`src/rtl/qlf_cfg_pkg.sv`:
```
// rtl/qlf_cfg_pkg.sv - shared state encoding and default sizes for the config chain loader
package qlf_cfg_pkg;

  localparam int WORD_W_DEF    = 32;
  localparam int CHAIN_LEN_DEF = 1024;

  typedef enum logic [1:0] {
    IDLE  = 2'd0,
    LOAD  = 2'd1,
    SHIFT = 2'd2,
    DONE  = 2'd3
  } state_e;

endpackage

```
`src/rtl/qlf_cfg_rb_packer.sv`:
```
// rtl/qlf_cfg_rb_packer.sv - packs chain tail bits LSB first into readback words
// Built only when QLF_CFG_READBACK_EN is defined.
module qlf_cfg_rb_packer
  import qlf_cfg_pkg::*;
#(
  parameter int WORD_W = WORD_W_DEF
) (
  input  logic              clk,
  input  logic              rst_n,
  input  logic              sample,
  input  logic              din,
  input  logic              last,
  input  logic              clear,
  output logic [WORD_W-1:0] rb_data,
  output logic              rb_valid
);

  localparam int CW = $clog2(WORD_W);

  logic [WORD_W-1:0] acc_q, acc_d;
  logic [WORD_W-1:0] rb_data_q, rb_data_d;
  logic [CW-1:0]     cnt_q, cnt_d;
  logic              rb_valid_q, rb_valid_d;

  always_comb begin
    acc_d      = acc_q;
    cnt_d      = cnt_q;
    rb_data_d  = rb_data_q;
    rb_valid_d = 1'b0;
    if (clear) begin
      acc_d = '0;
      cnt_d = '0;
    end else if (sample) begin
      acc_d[cnt_q] = din;
      // accumulator is zeroed after every emit, so a short final word has zero MSBs
      if (last || (cnt_q == CW'(WORD_W - 1))) begin
        rb_data_d  = acc_d;
        rb_valid_d = 1'b1;
        acc_d      = '0;
        cnt_d      = '0;
      end else begin
        cnt_d = cnt_q + CW'(1);
      end
    end
  end

  always_ff @(posedge clk or negedge rst_n) begin
    if (!rst_n) begin
      acc_q      <= '0;
      cnt_q      <= '0;
      rb_data_q  <= '0;
      rb_valid_q <= 1'b0;
    end else begin
      acc_q      <= acc_d;
      cnt_q      <= cnt_d;
      rb_data_q  <= rb_data_d;
      rb_valid_q <= rb_valid_d;
    end
  end

  assign rb_data  = rb_data_q;
  assign rb_valid = rb_valid_q;

endmodule

```
`src/rtl/qlf_cfg_chain_loader.sv`:
```
// rtl/qlf_cfg_chain_loader.sv - serialises host config words into a scan chain, LSB first
// Optional readback of the chain tail is enabled by defining QLF_CFG_READBACK_EN.
module qlf_cfg_chain_loader
  import qlf_cfg_pkg::*;
#(
  parameter int WORD_W    = WORD_W_DEF,
  parameter int CHAIN_LEN = CHAIN_LEN_DEF
) (
  input  logic                         clk,
  input  logic                         R,
  input  logic                         start,
  input  logic                         abort,
  input  logic [WORD_W-1:0]            s_data,
  input  logic                         s_valid,
  output logic                         s_ready,
  output logic                         cfg_dout,
  output logic                         cfg_en,
  input  logic                         cfg_din,
  output logic [WORD_W-1:0]            rb_data,
  output logic                         rb_valid,
  output logic                         busy,
  output logic                         done,
  output logic [$clog2(CHAIN_LEN+1)-1:0] bit_cnt
);

  localparam int BW = $clog2(CHAIN_LEN + 1);
  localparam int CW = $clog2(WORD_W);

  state_e            state_q, state_d;
  logic [WORD_W-1:0] shreg_q, shreg_d;
  logic [CW-1:0]     wb_q, wb_d;
  logic [BW-1:0]     bit_cnt_q, bit_cnt_d;
  logic              cfg_dout_q, cfg_dout_d;
  logic              cfg_en_q, cfg_en_d;
  logic              s_ready_q, s_ready_d;
  logic              busy_q, busy_d;
  logic              done_q, done_d;
  logic              last_bit;

  assign last_bit = (bit_cnt_q == BW'(CHAIN_LEN - 1));

  always_comb begin
    state_d    = state_q;
    shreg_d    = shreg_q;
    wb_d       = wb_q;
    bit_cnt_d  = bit_cnt_q;
    cfg_dout_d = 1'b0;
    cfg_en_d   = 1'b0;
    done_d     = done_q;
    unique case (state_q)
      IDLE, DONE: begin
        if (start) begin
          state_d   = LOAD;
          bit_cnt_d = '0;
          done_d    = 1'b0;
        end
      end
      LOAD: begin
        // bit 0 goes straight onto the output flop so it is driven the cycle after acceptance
        if (s_valid && s_ready_q) begin
          state_d    = SHIFT;
          cfg_en_d   = 1'b1;
          cfg_dout_d = s_data[0];
          shreg_d    = s_data >> 1;
          wb_d       = '0;
        end
      end
      SHIFT: begin
        bit_cnt_d = bit_cnt_q + BW'(1);
        if (last_bit) begin
          state_d = DONE;
          done_d  = 1'b1;
        end else if (wb_q == CW'(WORD_W - 1)) begin
          state_d = LOAD;
        end else begin
          cfg_en_d   = 1'b1;
          cfg_dout_d = shreg_q[0];
          shreg_d    = shreg_q >> 1;
          wb_d       = wb_q + CW'(1);
        end
      end
      default: state_d = IDLE;
    endcase
    if (abort) begin
      state_d    = IDLE;
      cfg_en_d   = 1'b0;
      cfg_dout_d = 1'b0;
      done_d     = 1'b0;
      bit_cnt_d  = bit_cnt_q;
    end
    s_ready_d = (state_d == LOAD);
    busy_d    = (state_d == LOAD) || (state_d == SHIFT);
  end

  always_ff @(posedge clk or negedge R) begin
    if (!R) begin
      state_q    <= IDLE;
      shreg_q    <= '0;
      wb_q       <= '0;
      bit_cnt_q  <= '0;
      cfg_dout_q <= 1'b0;
      cfg_en_q   <= 1'b0;
      s_ready_q  <= 1'b0;
      busy_q     <= 1'b0;
      done_q     <= 1'b0;
    end else begin
      state_q    <= state_d;
      shreg_q    <= shreg_d;
      wb_q       <= wb_d;
      bit_cnt_q  <= bit_cnt_d;
      cfg_dout_q <= cfg_dout_d;
      cfg_en_q   <= cfg_en_d;
      s_ready_q  <= s_ready_d;
      busy_q     <= busy_d;
      done_q     <= done_d;
    end
  end

  assign cfg_dout = cfg_dout_q;
  assign cfg_en   = cfg_en_q;
  assign s_ready  = s_ready_q;
  assign busy     = busy_q;
  assign done     = done_q;
  assign bit_cnt  = bit_cnt_q;

`ifdef QLF_CFG_READBACK_EN
  qlf_cfg_rb_packer #(
    .WORD_W(WORD_W)
  ) u_rb_packer (
    .clk      (clk),
    .rst_n    (R),
    .sample   (cfg_en_q),
    .din      (cfg_din),
    .last     (last_bit),
    .clear    (abort),
    .rb_data  (rb_data),
    .rb_valid (rb_valid)
  );
`else
  logic unused_cfg_din;
  assign unused_cfg_din = cfg_din;
  assign rb_data        = '0;
  assign rb_valid       = 1'b0;
`endif

endmodule

```
`config.mk`:
```
export PLATFORM = sky130hd
export DESIGN_NAME = qlf_cfg_chain_loader
export DESIGN_NICKNAME = d
export VERILOG_FILES = /design/src/rtl/qlf_cfg_pkg.sv /design/src/rtl/qlf_cfg_rb_packer.sv /design/src/rtl/qlf_cfg_chain_loader.sv
export SDC_FILE = /design/constraint.sdc
export NUM_CORES = 1
export LEC_CHECK = 0
export ABC_AREA = 1
export CAP_MARGIN = 20
export CORE_MARGIN = 1
export CORE_UTILIZATION = 53
export CTS_CLUSTER_SIZE = 16
export DETAILED_ROUTE_END_ITERATION = 7
export PLACE_DENSITY = 0.86
export SYNTH_ARGS = -nofsm -noshare
export SYNTH_HDL_FRONTEND = slang
export SYNTH_SLANG_ARGS = --single-unit
```
`constraint.sdc`:
```
create_clock -name clk -period 4.5 [get_ports clk]
set_clock_uncertainty 0.05 [all_clocks]
set_input_delay 0.675 -clock clk [delete_from_list [all_inputs] [get_ports clk]]
set_output_delay 0.675 -clock clk [all_outputs]
set_load 0.01 [all_outputs]
```
==> results of run 1 <==
## power by group through the flow
stage	Combinational (mW)	Sequential (mW)	Clock, mW
after floorplan	0.303	0.670	0
after CTS	0.324	0.677	0.332
after global routing	0.359	0.689	0.349
after detailed placement	0.323	0.685	0
final	0.317	0.675	0.320
after global placement	0.313	0.679	0
## cell families after synthesis
kind of cell / count (synthesis) / synth area share, %
buffers and inverters: 70 / 14.91
muxes: 30 / 9.084
AOI/OAI and AO/OA: 56 / 12.49
other: 1 / 0.1134
and+or+nand+nor: 124 / 20.25
DFF: 54 / 40.88
adders and majority gates: 6 / 2.271
## final cells by class
| class | count | area (um^2) | share of cell area, % |
|---|---|---|---|
| Multi-Input combinational cell | 249 | 1584 | 42.09 |
| Sequential cell | 54 | 1351 | 35.90 |
| Timing Repair Buffer | 54 | 530.5 | 14.10 |
| Inverter | 25 | 93.84 | 2.493 |
| Tap cell | 75 | 93.84 | 2.493 |
| Clock buffer | 6 | 72.57 | 1.928 |
| Clock inverter | 2 | 37.54 | 0.9973 |
## critical path, cell delays in order, from the launching register on
cell	delay [ns]
dfrtp_1	0.41
inv_1	0.10
ha_2	0.56
buf_4	0.46
nand3_4	0.17
nand2_8	0.48
nand2_1	0.10
o21ai_1	0.11
## flip-flops by register name (all words and copies together) (netlist names)
name and flops:
wb_q 5, bit_cnt 11, cfg_en 1, state_q 2, s_ready 1, cfg_dout 1, done 1, shreg_q 31
busy 1
## path summary, 6_finish.rpt
path,start,end,slack [ns],cells after the start
max,state_q[0],shreg_q[0],1.93,7
min,R,state_q[0],0.44,2
max reg2reg,state_q[0],shreg_q[0],1.93,7
min reg2reg,shreg_q[19],shreg_q[19],0.44,2
min in group clk,shreg_q[19],shreg_q[19],0.44,2
max in group asynchronous,R,shreg_q[8],3.52,2
## per-layer routing
metal	up-vias	global-route usage, %	share of wire (%)
met5	-	0	0
met4	0	5.536	1.2
met3	5	3.483	4.5
met2	53	29.75	48
met1	1060	21.63	46
li1	1142	-	-
## metrics by stage
step / hold slack, ns / power, mW
CTS: 0.4484 / 1.332
floorplan: 0.3294 / 0.9733
finish: 0.4380 / 1.312
global placement: 0.4187 / 0.9926
global route: 0.4652 / 1.397
detailed placement: 0.4240 / 1.008
## cell usage after synthesis
| master | count | area share (%) |
|---|---|---|
| buf_2 | 2 | 0.30 |
| buf_4 | 35 | 7.9 |
| ha_1 | 6 | 2.3 |
| o21ai_1 | 2 | 0.30 |
| conb_1 | 1 | 0.11 |
| o31ai_1 | 1 | 0.23 |
| dfrtp_1 | 54 | 41 |
| nor3b_1 | 2 | 0.45 |
| nor2_8 | 1 | 0.61 |
| nand2_2 | 38 | 7.2 |
| or2_2 | 2 | 0.38 |
| nand2_4 | 1 | 0.34 |
| o21ai_0 | 8 | 1.2 |
| nand3_4 | 1 | 0.53 |
| nand4_1 | 3 | 0.57 |
| inv_1 | 24 | 2.7 |
| inv_2 | 1 | 0.11 |
| nand2_8 | 1 | 0.61 |
| nand2_1 | 35 | 4.0 |
| buf_6 | 2 | 0.68 |
| nand3b_1 | 1 | 0.23 |
| o21bai_1 | 1 | 0.23 |
| nor2_1 | 23 | 2.6 |
| clkbuf_1 | 1 | 0.11 |
| a21oi_1 | 10 | 1.5 |
| nor3_1 | 3 | 0.45 |
| nand3_1 | 11 | 1.7 |
| nand3_2 | 1 | 0.30 |
| buf_12 | 5 | 3.0 |
| nor2_4 | 1 | 0.34 |
| mux2i_1 | 30 | 9.1 |
| o21ai_2 | 34 | 9.0 |
==> impl_results.md, run 1 <==
* Post-synth cell types at 32
* Utilization after layout at 63.19%
* Fin cells at 465
* Vias at 2,260
* Initial antenna violation count at 0
* GR Util All Layers at 17.27%
* Switching power at 0.4007 mW
* # DRC at 0
* Logic gate share of total power at 24.2%
* Diodes inserted at 0
* Vias in the first global route at 2,081
* Initial drt markers at 77
* HP Class: in2async
* Post-Route WL at 5368 um
* Largest net degree at the start of global routing at 72
* FMAX at 389.5 MHz
* Sequential share of power at 51.4%
* Drt first pass iters at 4
* Outcome: finished clean
* Vias per std cell at 4.860
* #FFs+latches synth at 54
* Worst slew margin at 55.21%
* Most frequent cells in the layout: dfrtp_1 (54), clkdlybuf4s50_1 (51), nand2_2 (38), nand2_1 (35), o21ai_2 (34)
* Clk slew on worst S/H paths at 0.10 ns
* CTS tree: built
* Final ANT Viol Nets at 0
* # clock sinks at 54
* H-tree depth at 2
* Share of total power in the clock network at 24.4%
* Std cell rows at 28
* Netlist Area Pre-Place at 3306 um^2
* RSZ-0062 raised after global routing: no
* Synth warn at 0
* Synthesized area per cell at 9.694 um^2
* Final setup violation count at 0
* Post-CTS Setup Bufs at 0
* Global placer's final weighted congestion at 0.8690
* Min cycle time layout at 2.567 ns
* Seq/Total Area, Yosys at 40.88%
* Period utilisation layout at 57.05%
* Die Area at 6557 um^2
* Post-Synthesis Cells at 341
* Critical path required time at 4.67 ns
* I/O pins at 87
* Area Growth Syn to Fin at 13.85%
* Width of the die at 80.98 um
* Pre-CTS WS at 1.940 ns
* Post-DP HPWL at 3864 um
* Root Driver: clkbuf_8
* Fill cell count at 500
* Switch share at 30.54%
* Final worst setup slack at 1.933 ns
* CTS buffer count at 5
* Final Hold Vio Count at 0
* Max-cap violations at 0
* Clk_lat worst skew at 0.30 ns
* Fin. max-slew vios at 0
* CP Max Fanout at 71
* Core Footprint at 5956 um^2
* Nets at 433
* Post-Place Cells at 457
* LEAKAGE at 1.655 nW
* Die height at 80.98 um
* Wire length per cell at 11.54 um
* Power per standard cell area at 348.6 nW/um^2
* Critical path class: reg2reg
* Clk buf depth at 2
* Commonest non-fill, non-tap cell in the layout: dfrtp_1
* Worst-Margin Slew at 0.6719 ns
* Number of hold buffers added after cts at 0
* IO buf count at 52
* VDD IR max at 169.5 uV
* Finished layout cell area at 3764 um^2
* Total congestion overflow at 0
* Layout cell share with drive strength beyond 1 at 23.59%
* Crit. End Element: register
* Post-CTS resize count at 0
* Arrival @ worst endpoint at 2.74 ns
* Internal power at 0.9112 mW
* Setup TNS at 0 ns
* Dpl cell area at 3654 um^2
* Initial Utilization at 55.50%
* CP Launch Type: register
* First-pass GRT wire length at 8776 um
(Power assumes the default switching activity.)
==> run 2, diff against run 1 <==
Settings changed: CORE_UTILIZATION 53 to 44, PLACE_DENSITY 0.86 to 0.76.
Clock period 4.5 ns to 2.1 ns, I/O delays scaled along.
==> impl_results.md, run 2 (synthesis results as in run 1) <==
* CP delay by family, top: simple AND/OR/NAND/NOR gates
* Fin. max-slew vios at 0
* Max-cap violations at 0
* Clk buf depth at 2
* Std cell rows at 31
* Most frequent cells in the layout: dfrtp_1 (54), clkdlybuf4s50_1 (51), nand2_2 (38), nand2_1 (35), o21ai_2 (34)
* Reg-to-Reg End: shreg_q[14]
* CP Launch Type: register
* M3 GR Usage at 1.866%
* Vias in the first global route at 2,088
* Slowest stage delay, CP at 0.42 ns
* HP Class: reg2reg
* Worst Path Buf+Inv at 3
* Slowest CP cell: dfrtp_1
* Worst-path cell chain: ha_1 > nand2_1 > nor2_1 > ha_1 > inv_1 > nand2_2 > o21ai_1 > nand2_1 > inv_2 > nand2_8 > buf_12 > nand2_2 > o21ai_2
* Nets at 438
* Initial Utilization at 45.58%
* Vias at 2,313
* Hold path start: shreg_q[27]
* Worst reg2reg path depth at 13
* Critical path required time at 2.24 ns
* # DRC at 0
* Critical path class: reg2reg
* # clock sinks at 54
* Initial antenna violation count at 0
* Total congestion overflow at 0
* H-tree depth at 2
* Root Driver: clkbuf_8
* Post-CTS Setup Bufs at 0
* CP Max Fanout at 36
* Gr busiest metal: met2
* CTS tree: built
* Global placer's final weighted congestion at 0.8904
* Initial drt markers at 55
* Die height at 88.68 um
* Diodes inserted at 0
* Width of the die at 88.68 um
* First-pass GRT wire length at 9135 um
* Post-CTS resize count at 0
* GR Util All Layers at 14.81%
* Clk_lat worst skew at 0.30 ns
* VDD IR max at 339.0 uV
* Setup TNS at 0 ns
* Arrival @ worst endpoint at 2.04 ns
* WHS Endpoint: shreg_q[27]
* Hold_ws at 0.4414 ns
* Total power at 2.702 mW
* Register-to-register path setup slack at 0.20 ns
* Wire length per cell at 11.34 um
* Post-Route WL at 5589 um
* Area Growth Syn to Fin at 15.71%
* Number of hold buffers added after cts at 1
* Power per standard cell area at 706.3 nW/um^2
* Clk slew on worst S/H paths at 0.09 ns
* Period utilisation layout at 90.48%
* CTS buffer count at 5
* Layout cell share with drive strength beyond 1 at 23.86%
* I/O pins at 87
* Post-DP HPWL at 4243 um
* LEAKAGE at 1.677 nW
* Final ANT Viol Nets at 0
* Core Footprint at 7253 um^2
* Final setup violation count at 0
* Outcome: finished clean
* Largest net degree at the start of global routing at 37
* Commonest non-fill, non-tap cell in the layout: dfrtp_1
* Vias per std cell at 4.692
* Met2 usage at 26.50%
* WHS Path Cells at 2
* M1 GR Usage at 18.17%
* Final Hold Vio Count at 0
* R2R Path Start: wb_q[0]
* IO buf count at 52
* Min cycle time layout at 1.900 ns
* Biggest register: shreg_q
* Die Area at 7863 um^2
* RSZ-0062 raised after global routing: no
* Drt first pass iters at 4
* Max FFs per register at 31
* FMAX at 526.3 MHz
* Crit. End Element: register
[run 2: cell type report]
type / count / area (um^2)
Clock buffer: 7 / 76.32
Sequential cell: 54 / 1351
Timing Repair Buffer: 59 / 595.6
Tap cell: 99 / 123.9
Inverter: 25 / 93.84
Multi-Input combinational cell: 249 / 1584
Fill cell: 705 / 3428
[run 2: worst register-to-register path: cells and delay by family (launching register included)]
kind	cells	cell delay [ns]
flops	1	0.42
simple gates	6	0.45
compound gates	2	0.12
fa+ha+maj	2	0.40
buf+inv	3	0.37
[run 2: routing by layer]
layer	vias to the layer above	share of wire [%]
met4	0	1.8
met5	-	0
li1	1159	-
met3	8	3.6
met1	1088	44
met2	58	50
[run 2: how the worst max path moves through the flow]
stage	end	slack, ns	from	depth (start not counted)
floorplan	shreg_q[29]	0.37	wb_q[0]	13
global placement	shreg_q[17]	0.23	wb_q[0]	13
detailed placement	shreg_q[14]	0.20	wb_q[0]	13
CTS	shreg_q[20]	0.19	wb_q[0]	13
global route	shreg_q[28]	0.01	wb_q[0]	13
finish	shreg_q[14]	0.20	wb_q[0]	13
[run 2: per-stage QoR]
stage / worst slack, ns / cell area, um^2 / cells / util, %
2_1_floorplan: 0.3692 / 3426 / 373 / -
3_3_place_gp: 0.2269 / 3739 / 485 / 51.54
3_5_place_dp: 0.2003 / 3739 / 485 / 51.54
4_1_cts: 0.1876 / 3825 / 493 / 52.73
5_1_grt: 0.01357 / 3825 / 493 / 52.73
6_report: 0.2000 / 3825 / 493 / 52.73
[run 2: report_power, final]
part	internal [mW]	switching, mW	leakage, nW	total [mW]
Clock	0.231	0.310	0.0383	0.540
Sequential	1.28	0.165	0.702	1.45
Combinational	0.343	0.372	0.936	0.715
Total	1.85	0.847	1.68	2.70
